--- config.mk ---
export PLATFORM = sky130hd
export DESIGN_NAME = seq_counter_ctrl
export DESIGN_NICKNAME = d
export VERILOG_FILES = /design/src/rtl/seq_counter_ctrl.sv
export SDC_FILE = /design/constraint.sdc
export NUM_CORES = 1
export LEC_CHECK = 0
export BUFFER_PORTS_ARGS = -buffer_cell sky130_fd_sc_hd__buf_2
export CAP_MARGIN = 40
export CORE_MARGIN = 10
export CORE_UTILIZATION = 30
export CTS_BUF_LIST = sky130_fd_sc_hd__clkbuf_4 sky130_fd_sc_hd__clkbuf_8
export DETAILED_ROUTE_END_ITERATION = 6
export GPL_ROUTABILITY_DRIVEN = 0
export PLACE_DENSITY_LB_ADDON = 0.2
export SLEW_MARGIN = 20
export SYNTH_ARGS = -nofsm -noshare
export SYNTH_HDL_FRONTEND = slang
export SYNTH_SLANG_ARGS = --single-unit
--- constraint.sdc ---
create_clock -name clk -period 3 [get_ports clk]
set_clock_uncertainty 0.1 [all_clocks]
set_input_delay 0.15 -clock clk [delete_from_list [all_inputs] [get_ports clk]]
set_output_delay 0.15 -clock clk [all_outputs]
set_load 0.05 [all_outputs]
--- src/rtl/seq_counter_ctrl.sv ---
// Programmable state sequencer: steps Q through a writable table of state codes
// at a divided rate, with one-shot/loop runs, hold, stop and done/err pulses.
module seq_counter_ctrl #(
  parameter int WIDTH = 3,
  parameter int DEPTH = 8,
  parameter int PRE_W = 4,
  localparam int AW = $clog2(DEPTH)
) (
  input  logic             clk,
  input  logic             clear,
  input  logic             cfg_we,
  input  logic [AW-1:0]    cfg_addr,
  input  logic [WIDTH-1:0] cfg_data,
  input  logic [AW:0]      cfg_len,
  input  logic [PRE_W-1:0] div,
  input  logic             loop,
  input  logic             start,
  input  logic             hold,
  input  logic             stop,
  output logic [WIDTH-1:0] Q,
  output logic [AW-1:0]    idx,
  output logic             busy,
  output logic             done,
  output logic             err
);

  localparam logic [AW:0] LEN_MAX = (AW+1)'(DEPTH);
  localparam logic [AW:0] LEN_ONE = (AW+1)'(1);

  typedef enum logic [1:0] {S_IDLE, S_RUN, S_HOLD, S_DONE} state_t;

  state_t           state_r, state_nxt;
  logic [WIDTH-1:0] tbl [DEPTH];
  logic [WIDTH-1:0] q_r, q_nxt;
  logic [AW-1:0]    idx_r, idx_nxt, idx_inc;
  logic [PRE_W-1:0] pre_r, pre_nxt, div_r, div_nxt;
  logic [AW:0]      len_r, len_nxt;
  logic             loop_r, loop_nxt;
  logic             busy_r, done_r, err_r, err_nxt;
  logic             tbl_we, tick, last, len_ok;

  assign idx_inc = idx_r + AW'(1);
  assign tick    = (pre_r == div_r);
  assign last    = ({1'b0, idx_r} == len_r - LEN_ONE);
  assign len_ok  = (cfg_len != '0) && (cfg_len <= LEN_MAX);

  assign Q    = q_r;
  assign idx  = idx_r;
  assign busy = busy_r;
  assign done = done_r;
  assign err  = err_r;

  // Table is only writable from IDLE, so a run can never see it change.
  always_ff @(posedge clk or posedge clear) begin
    if (clear) begin
      for (int i = 0; i < DEPTH; i++) tbl[i] <= WIDTH'(i);
    end else if (tbl_we) begin
      tbl[cfg_addr] <= cfg_data;
    end
  end

  always_ff @(posedge clk or posedge clear) begin
    if (clear) begin
      state_r <= S_IDLE;
      q_r     <= WIDTH'(1);
      idx_r   <= '0;
      pre_r   <= '0;
      div_r   <= '0;
      len_r   <= '0;
      loop_r  <= 1'b0;
      busy_r  <= 1'b0;
      done_r  <= 1'b0;
      err_r   <= 1'b0;
    end else begin
      state_r <= state_nxt;
      q_r     <= q_nxt;
      idx_r   <= idx_nxt;
      pre_r   <= pre_nxt;
      div_r   <= div_nxt;
      len_r   <= len_nxt;
      loop_r  <= loop_nxt;
      busy_r  <= (state_nxt == S_RUN) || (state_nxt == S_HOLD);
      done_r  <= (state_nxt == S_DONE);
      err_r   <= err_nxt;
    end
  end

  always_comb begin
    state_nxt = state_r;
    unique case (state_r)
      S_IDLE: if (start && len_ok) state_nxt = S_RUN;
      S_RUN, S_HOLD: begin
        if (stop)                       state_nxt = S_IDLE;
        else if (hold)                  state_nxt = S_HOLD;
        else if (tick && last && !loop_r) state_nxt = S_DONE;
        else                            state_nxt = S_RUN;
      end
      S_DONE:  state_nxt = S_IDLE;
      default: state_nxt = S_IDLE;
    endcase
  end

  // Leaving HOLD counts as a normal RUN cycle so a hold of N cycles delays by exactly N.
  always_comb begin
    q_nxt    = q_r;
    idx_nxt  = idx_r;
    pre_nxt  = pre_r;
    div_nxt  = div_r;
    len_nxt  = len_r;
    loop_nxt = loop_r;
    err_nxt  = 1'b0;
    tbl_we   = 1'b0;
    unique case (state_r)
      S_IDLE: begin
        tbl_we = cfg_we;
        if (start) begin
          if (len_ok) begin
            len_nxt  = cfg_len;
            div_nxt  = div;
            loop_nxt = loop;
            idx_nxt  = '0;
            pre_nxt  = '0;
            q_nxt    = (cfg_we && (cfg_addr == '0)) ? cfg_data : tbl[0];
          end else begin
            err_nxt = 1'b1;
          end
        end
      end
      S_RUN, S_HOLD: begin
        err_nxt = cfg_we;
        if (!stop && !hold) begin
          if (tick) begin
            pre_nxt = '0;
            if (!last) begin
              idx_nxt = idx_inc;
              q_nxt   = tbl[idx_inc];
            end else if (loop_r) begin
              idx_nxt = '0;
              q_nxt   = tbl[0];
            end
          end else begin
            pre_nxt = pre_r + PRE_W'(1);
          end
        end
      end
      default: ;
    endcase
  end

endmodule

# [Word-level counts from Yosys, hierarchy flattened]
# Cells that the tools add are included.
[classes] n_addsub=3 magnitude_cmp=4 eq_ne=13 n_mux=35 bitwise_logic=2 n_reduce_logical=19
[op_table] op="$mux W3" count=16
[op_table] op="$bwmux W24" count=1
[op_table] op="$mux W4" count=4
[op_table] op="$pmux W3 S2" count=2
[op_table] op="$bmux W3 S3" count=1
[op_table] op="$demux W3 S3" count=1
[op_table] op="$eq A2 B2 Y1 const B" count=4
[op_table] op="$ge A4 B4 Y1 const B" count=2
[op_table] op="$mux W2" count=4
[op_table] op="$ne A2 B2 Y1 const B" count=4
[op_table] op="$not A3 Y4" count=2
[op_table] op="$pmux W4 S2" count=1
[op_table] op="$logic_and A1 B1 Y1" count=7
[op_table] op="$pmux W2 S3" count=1
[op_table] op="$reduce_and A6 Y1" count=1
[op_table] op="$add A4 B1 Y4 const B" count=1
[op_table] op="$eq A2 B1 Y1 const B" count=2
[op_table] op="$eq A3 B4 Y1" count=1
[op_table] op="$eq A4 B4 Y1" count=1
[op_table] op="$le A4 B4 Y1 const B" count=1
[op_table] op="$lt A4 B1 Y1 const B" count=1
[op_table] op="$reduce_and A4 Y1" count=1
[op_table] op="$reduce_bool A4 Y1" count=1
[op_table] op="$sub A4 B1 Y4 const B" count=1
[op_table] op="11 further kinds" count=15
[word_totals] register_bits=48 inputBits=21 out_inout_bits=9 elab_cells=94

# [Depth between registers and ports, before layout]
# Gate-level depths: netlist (run 1).
[logic_depth] depth_word=10 mapped_depth=8 depth_no_buf=8

# [Worst setup path before layout (run 1)]
# No wires, ideal clock.
[synth_timing] path_type="reg-to-reg" from="reg idx_r[1], in the netlist idx[1]" to="reg q_r[2], in the netlist Q[2]" setup_ns=0.125 t_arrival_ns=2.242 t_required_ns=2.775 slack_ns=0.532 path_stages_with_launch=7 n_path_buf=1 synth_period_minus_slack_ns=2.468 cell_sequence="dfrtp_1 ha_1 buf_2 mux4_2 mux2_2 o21a_1 mux2_4"
[synth_between] elab_chain_cells=9 elab_cells_between_ends=12 cone_classes="add/sub (1); eq/ne (2); mux (7); bitwise (1); reduce/logical (1)"
[synth_rtl] item="start: declaration" line_no="35" rtl="logic [AW-1:0] idx_r, idx_nxt, idx_inc;"
[synth_rtl] item="start signal: assignment" line_no="77" rtl="idx_r <= idx_nxt;"
[synth_rtl] item="$add A3 B1 Y3" line_no="42" rtl="assign idx_inc = idx_r + AW'(1);"
[synth_rtl] item="$not A3 Y4 (implied by the code)" line_no="136" rtl="q_nxt = tbl[idx_inc];"
[synth_rtl] item="$bmux W3 S3" line_no="136"
[synth_rtl] item="$mux W3 (implied by the code) (2 in series)" line_no="136"
[synth_rtl] item="$mux W3" line_no="134" rtl="if (!last) begin"
[synth_rtl] item="$mux W3" line_no="132" rtl="if (tick) begin"
[synth_rtl] item="$mux W3" line_no="131" rtl="if (!stop && !hold) begin"
[synth_rtl] item="$pmux W3 S2" line_no="113" rtl="unique case (state_r)"
[synth_rtl] item="end signal: assignment" line_no="76" rtl="q_r <= q_nxt;"
[synth_rtl] item="end: declaration" line_no="34" rtl="logic [WIDTH-1:0] q_r, q_nxt;"
# Parallel ways exist; a longest one is shown, timed or not. The select of a mux whose other input is x is not followed.
# A chain may end at the register's enable or synchronous reset.

# [Worst setup path in the final report (run 1)]
[layout_timing] from="reg len_r[0]" to="reg busy_r, in the netlist busy"
[layout_between] elab_chain_cells=10 elab_cells_between_ends=11 cone_classes="add/sub (1); eq/ne (3); mux (4); reduce/logical (3)"
[layout_rtl] item="start: declaration" line_no="37" rtl="logic [AW:0] len_r, len_nxt;"
[layout_rtl] item="start signal: assignment" line_no="80" rtl="len_r <= len_nxt;"
[layout_rtl] item="$sub A4 B1 Y4 *" line_no="44" rtl="assign last = ({1'b0, idx_r} == len_r - LEN_ONE);"
[layout_rtl] item="$eq A3 B4 Y1 *" line_no="44"
[layout_rtl] item="$logic_and A1 B1 Y1 * (2 in series)" line_no="95" rtl="else if (tick && last && !loop_r) state_nxt = S_DONE;"
[layout_rtl] item="$mux W2 *" line_no="95"
[layout_rtl] item="$mux W2 *" line_no="94" rtl="else if (hold) state_nxt = S_HOLD;"
[layout_rtl] item="$mux W2 *" line_no="93" rtl="if (stop) state_nxt = S_IDLE;"
[layout_rtl] item="$pmux W2 S3 *" line_no="90" rtl="unique case (state_r)"
[layout_rtl] item="$eq A2 B1 Y1 or $eq A2 B2 Y1 (tied branches)" line_no="82" rtl="busy_r <= (state_nxt == S_RUN) || (state_nxt == S_HOLD);"
[layout_rtl] item="$logic_or A1 B1 Y1 *" line_no="82"
[layout_rtl] item="end signal: assignment" line_no="82"
[layout_rtl] item="end: declaration" line_no="39" rtl="logic busy_r, done_r, err_r, err_nxt;"
# Mark *: on every way between the ends. The rest lies on a longest branch, timed or not.

==> impl_metrics.toml, run 1 <==
[run_status]
run_status = "complete, no violations"

[layout]
antenna-diode-count = 0
fillers = 828
area_growth_pct = 19.6
layout-drive-gt1-share = 0.391
finalNetCount = 274
sequential_cell_area_um2 = 1220
multi_input_area_um2 = 1260

[worst_setup_path]
critical_path.startpoint_type = "register"
cp_data_required_time_ns = 3.09
worst-path-max-fanout = 4
criticalPathCategory = "register to register"
worst_setup_path_end_kind = "register"
critPathArrivalTime_ns = 2.53

[detailed_routing]
number_of_antenna_violating_nets_in_the_routed_design = 0
route.detailed.wl_per_inst_um = 16.5
route.detailed.vias_per_inst = 4.90
drt-initial-drc-count = 31
drt_first_pass_iters = 4
finalWirelength_um = 5820
vias = 1731
drc = 0

[logic_synthesis]
synthesis.instances = 204
synth_top_family_by_area = "multiplexers"
number_of_flops_mapped_to_enable_cells_by_yosys = 0
synth_xor_xnor_area_share = 0.0310
synth_compound_gate_area_share = 0.0990
post_synth_and_or_nand_nor_area_fraction = 0.107
syn-mean-instance-area_um2 = 12.5
synth.net_count = 231
synth.lib_cells_used.distinct = 48
synth.ff_latch_count = 48
synth_seq_area_share = 0.479
synth_async_sr_flop_share = 1.00
syn-cell-area_um2 = 2540
synthMuxAreaShare = 0.230
arithmetic_cell_share_of_the_synthesized_area_counting_full_adders_half_adders_and_majority_gates = 0.0296
synthesis.yosys.warnings = 0
post_synth_top_flop = "sky130_fd_sc_hd__dfrtp_1"

[floorplan]
die-area_um2 = 12500
floorplan.rows = 33
core_area_um2 = 8220
die_span_y_um = 112
ios = 30
chipWidth_um = 112
start_util = 0.309

[grt]
overflow = 0
grt_start_max_net_pins = 26
grt_pass1_vias = 1859
grt_pass1_wl_um = 9780
gr-usage-all-layers = 0.0951
grt_antenna_before_repair = 0

[clock_tree]
clock_sink_count = 48
cts.htree.levels = 2
worst_setup_hold_path_clk_slew_ns = 0.09
tritoncts.num_buffers = 5
clock_tree_from_tritoncts = "built"
root_buffer = "sky130_fd_sc_hd__clkbuf_8"
postcts_setup_bufs = 0
clock_tree.buffer_depth = 2
clkLatencyLatePin_ns = 0.30

[sta]
fin_setup_tns_ns = 0
timing.final.crit_share = 0.813
layout_setup_ws_ns = 0.561
hold_violations = 0
slew_headroom = 0.638
setup-violations-final = 0
final_max_tran_viols = 0
grt_setup_unrepaired = "false"
finalWorstPathRequiredPeriod_ns = 2.44
fmax_mhz = 410
fin_worst_hold_slack_ns = 0.00458
worst_slew_pin_tran_ns = 0.540

[placement]
dp_slack_ns = 0.569
detailed_place_hpwl_um = 4440
buffer_ports.inserted = 29

[run]
max-cap-violations = 0

[power]
cellLeakagePower_nw = 1.29
cellPowerDensity_nw_per_um2 = 1100
ir_drop_worst_vdd_mv = 0.412

[min_path]
worstHoldPathType = "input port to register"
-- worst max-delay path, cell delays in order, from the launching register on --
cell and delay (ns):
sky130_fd_sc_hd__dfrtp_1 0.41, sky130_fd_sc_hd__inv_1 0.07, sky130_fd_sc_hd__ha_1 0.30, sky130_fd_sc_hd__xnor2_1 0.13
sky130_fd_sc_hd__a211o_1 0.36, sky130_fd_sc_hd__nor2_1 0.26, sky130_fd_sc_hd__a21oi_1 0.13, sky130_fd_sc_hd__o41ai_1 0.28
sky130_fd_sc_hd__ha_1 0.30
-- power by group --
part	internal, mW	leakage, nW	switching, mW
logic	0.733	0.655	0.856
clock network	0.294	0.0645	0.221
registers	1.02	0.567	0.213
total	2.05	1.29	1.29
-- registers in the layout, summed over array words and instances (netlist names) --
name and flops:
len_r 4, state_r 2, pre_r 4, loop_r 1, idx 3, Q 3
err 1, tbl 24, div_r 4, busy 1, done 1
-- layout by cell type (no fill, tap or decap), types with 4 or more instances in the layout --
cell type                        n
sky130_fd_sc_hd__nor2_1         13
sky130_fd_sc_hd__mux2_2         30
sky130_fd_sc_hd__dfrtp_1        35
sky130_fd_sc_hd__buf_2          29
sky130_fd_sc_hd__dlygate4sd3_1   9
sky130_fd_sc_hd__mux4_2          4
sky130_fd_sc_hd__nand2b_1        7
sky130_fd_sc_hd__inv_1           6
sky130_fd_sc_hd__mux2_1          6
sky130_fd_sc_hd__xnor2_1         7
sky130_fd_sc_hd__dfstp_2        13
sky130_fd_sc_hd__ha_1            6
sky130_fd_sc_hd__nand2_1        12
sky130_fd_sc_hd__clkbuf_8        7
sky130_fd_sc_hd__o21ai_0         7
-- Yosys cell counts, types with 3 or more instances --
master                     count  area [um2]
sky130_fd_sc_hd__a21oi_1       3        15.0
sky130_fd_sc_hd__buf_2         4        20.0
sky130_fd_sc_hd__dfrtp_1      35         876
sky130_fd_sc_hd__dfstp_2      13         342
sky130_fd_sc_hd__ha_1          6        75.1
sky130_fd_sc_hd__inv_1         7        26.3
sky130_fd_sc_hd__mux2_1        6        67.6
sky130_fd_sc_hd__mux2_2       30         338
sky130_fd_sc_hd__mux4_2        4        90.1
sky130_fd_sc_hd__nand2_1      12        45.0
sky130_fd_sc_hd__nand2b_1      7        43.8
sky130_fd_sc_hd__nand3_1       3        15.0
sky130_fd_sc_hd__nor2_1       13        48.8
sky130_fd_sc_hd__o21ai_0       7        35.0
sky130_fd_sc_hd__o41ai_1       3        26.3
sky130_fd_sc_hd__xnor2_1       7        61.3
-- worst paths after layout --
| check | start | endpoint | slack (ns) | cells after the start |
|---|---|---|---|---|
| min in group asynchronous | clear | tbl[14] | 0.34 | 3 |
| max in group asynchronous | clear | tbl[18] | 1.88 | 4 |
| max | len_r[0] | busy | 0.56 | 8 |
| min | cfg_len[0] | len_r[0] | 0.005 | 3 |
| max reg2reg | len_r[0] | busy | 0.56 | 8 |
| min reg2reg | tbl[3] | tbl[3] | 0.41 | 1 |
-- stage by stage --
stage | std cells | area [um2] | util | power, mW
finish | 353 | 3040 | 0.370 | 3.34
global route | 353 | 3040 | 0.370 | 3.60
CTS | 353 | 3040 | 0.370 | 3.38
detailed placement | 336 | 2820 | 0.343 | 2.85
global placement | 335 | 2800 | 0.341 | 2.83
floorplan | 204 | 2540 | - | 2.46
-- final cells by class --
| type | instances | share of cell area |
|---|---|---|
| Multi-Input combinational cell | 143 | 0.415 |
| Sequential cell | 48 | 0.401 |
| Timing Repair Buffer | 41 | 0.0890 |
| Tap cell | 105 | 0.0433 |
| Clock buffer | 7 | 0.0317 |
| Clock inverter | 1 | 0.00989 |
| Inverter | 8 | 0.00989 |
-- metal layers --
| layer | share of wire | track usage | up-vias |
|---|---|---|---|
| li1 | - | - | 839 |
| met1 | 0.48 | 0.124 | 862 |
| met2 | 0.47 | 0.153 | 24 |
| met3 | 0.034 | 0.0250 | 6 |
| met4 | 0.011 | 0.0254 | 0 |
| met5 | 0 | 0 | - |
-- timing repair --
item,in CTS,in global routing
hold buffers,9,0
setup endpoints to repair,0,0
endpoints found under the hold margin,20,0
resized for setup,0,0
-- cells by family after synthesis --
group / Yosys count
AND/OR/NAND/NOR: 50
flip-flops: 48
multiplexers: 45
AO/OA/AOI/OAI: 33
buffers and inverters: 13
XOR/XNOR: 9
adder cells (fa/ha/maj): 6
Power figures use the tool's default switching activity.
==> inputs of run 2 (changes only) <==
==> constraint.sdc (replaced) <==
create_clock -name clk -period 2.1 [get_ports clk]
set_clock_uncertainty 0.1 [all_clocks]
set_input_delay 0.105 -clock clk [delete_from_list [all_inputs] [get_ports clk]]
set_output_delay 0.105 -clock clk [all_outputs]
set_load 0.05 [all_outputs]
==> run 2 against run 1 <==
- the run now ends with negative setup slack left
- setup slack got worse by 0.57 ns
- via count rose by 3.2%
- critical path depth fell by 3
- combinational power rose by 84%
- cell area rose by 9.5%
- wire length rose by 2.9%
- first-iteration DRC count rose by 48%
- register-to-register slack got worse by 0.57 ns
- power rose by 58%
- sequential power rose by 44%
- global-route usage rose by 0.077 points
- largest power group unchanged
- highest routed layer unchanged
==> impl_metrics.toml, run 2 (synthesized netlist as in run 1, its figures left out) <==
[sta]
timing.final.crit_share = 1.00
setup-violations-final = 1
worst_slew_pin_tran_ns = 0.507
fmax_mhz = 475
finalWorstPathRequiredPeriod_ns = 2.11
grt_setup_unrepaired = "true"
slew_headroom = 0.662
final_max_tran_viols = 0
layout_setup_ws_ns = -0.00648
hold_violations = 0

[worst_setup_path]
worst-path-max-fanout = 3
worst_setup_path_end_kind = "register"
r2r_slack_ns = -0.006
criticalPathCategory = "register to register"
cp_data_required_time_ns = 2.19
ff2ff_path_depth = 5
critPathArrivalTime_ns = 2.19
critical_path.reg2reg.endpoint = "Q[2]"
critical_path.startpoint_type = "register"
reg2reg_from = "idx[0]"

[placement]
detailed_place_hpwl_um = 4520
dp_slack_ns = -0.119
place_area_um2 = 2980
dpl.cell_count = 355
buffer_ports.inserted = 29

[clock_tree]
clock_tree.buffer_depth = 2
worst_setup_hold_path_clk_slew_ns = 0.10
tritoncts.num_buffers = 5
cts.htree.levels = 2
clock_tree_from_tritoncts = "built"
clkLatencyLatePin_ns = 0.30
root_buffer = "sky130_fd_sc_hd__clkbuf_8"
clock_sink_count = 48

[layout]
final_cell_area_um2 = 3330
max_reg_flops = 24
layout-drive-gt1-share = 0.509
layout_commonest_cell = "sky130_fd_sc_hd__dfrtp_1"
most-common-layout-cells = "sky130_fd_sc_hd__dfrtp_1, sky130_fd_sc_hd__buf_2, sky130_fd_sc_hd__mux2_2, sky130_fd_sc_hd__buf_4, sky130_fd_sc_hd__dfstp_2"
stdcell_count = 378
max_flop_register = "tbl"
antenna-diode-count = 0
finalNetCount = 299
area_growth_pct = 30.9

[grt]
overflow = 0
grt_antenna_before_repair = 0
gr-usage-all-layers = 0.0958
grt_pass1_wl_um = 10000
grt_start_max_net_pins = 27
grt_pass1_vias = 1957

[min_path]
worstHoldPathType = "input port to register"
min_delay_worst_endpoint = "err"
min_from = "cfg_we"
worst_hold_path.num_cells = 3

[run_status]
failed_checks = "negative setup slack"
run_status = "finished, violations left"

[floorplan]
die-area_um2 = 12500
ios = 30
chipWidth_um = 112
die_span_y_um = 112
floorplan.rows = 33
start_util = 0.309
core_area_um2 = 8220

[run]
max-cap-violations = 0

[detailed_routing]
finalWirelength_um = 5990
drt_first_pass_iters = 4
route.detailed.wl_per_inst_um = 15.8
number_of_antenna_violating_nets_in_the_routed_design = 0
vias = 1786
route.detailed.vias_per_inst = 4.72
drt-initial-drc-count = 46
drc = 0

[power]
cellPowerDensity_nw_per_um2 = 1580
ir_drop_worst_vdd_mv = 0.563
cellLeakagePower_nw = 1.42
power_mw = 5.27
==> run 2: stage by stage <==
step | util | TNS [ns] | hold WS [ns]
4_1_cts | 0.394 | -0.00332 | 0.0448
3_5_place_dp | 0.362 | -0.392 | 0.0745
5_1_grt | 0.405 | -0.240 | 0.0462
2_1_floorplan | - | -0.327 | 0.104
6_report | 0.405 | -0.00648 | 0.0360
3_3_place_gp | 0.362 | -0.218 | 0.0807
==> run 2: metal layers <==
layer  vias up  track usage  wire length [um]
li1        888            -                 -
met1       878        0.118              2870
met2        18        0.167              2910
met3         2       0.0229               175
met4         0       0.0178                26
met5         -            0                 0
==> run 2: area by class of cell <==
type	count	area, um2
fill	814	4890
multi-input combinational	143	1380
sequential	48	1220
timing repair buffer	66	473
tap	105	131
clock buffer	6	76.3
inverter	8	30.0
clock inverter	2	16.3
==> run 2: how the worst max path moves through the flow <==
| stage | from | slack (ns) | cells after the start | endpoint |
|---|---|---|---|---|
| 2_1_floorplan | idx[1] | -0.19 | 6 | Q[2] |
| 3_3_place_gp | len_r[0] | -0.07 | 8 | busy |
| 3_5_place_dp | len_r[1] | -0.12 | 8 | Q[0] |
| 4_1_cts | idx[0] | -0.003 | 5 | Q[2] |
| 5_1_grt | len_r[1] | -0.07 | 8 | Q[2] |
| 6_report | idx[0] | -0.006 | 5 | Q[2] |
==> run 2: critical path: stages (launching register included) <==
cell                      delay [ns]
sky130_fd_sc_hd__dfrtp_2        0.44
sky130_fd_sc_hd__ha_4           0.28
sky130_fd_sc_hd__mux4_2         0.48
sky130_fd_sc_hd__mux2_2         0.27
sky130_fd_sc_hd__o21a_1         0.18
sky130_fd_sc_hd__mux2_4         0.25
==> run 2: timing repair <==
item                                   CTS  global route
gates resized for setup                  6            17
pin swaps                               10            10
buffers inserted                         2             2
hold buffers                            12             0
endpoints found under the hold margin   20             0
setup endpoints to repair                5            14
==> run 2: power by group <==
group	leakage, nW	internal, mW	switching, mW
Combinational	0.807	1.51	1.42
Clock	0.0448	0.251	0.321
Sequential	0.564	1.46	0.309
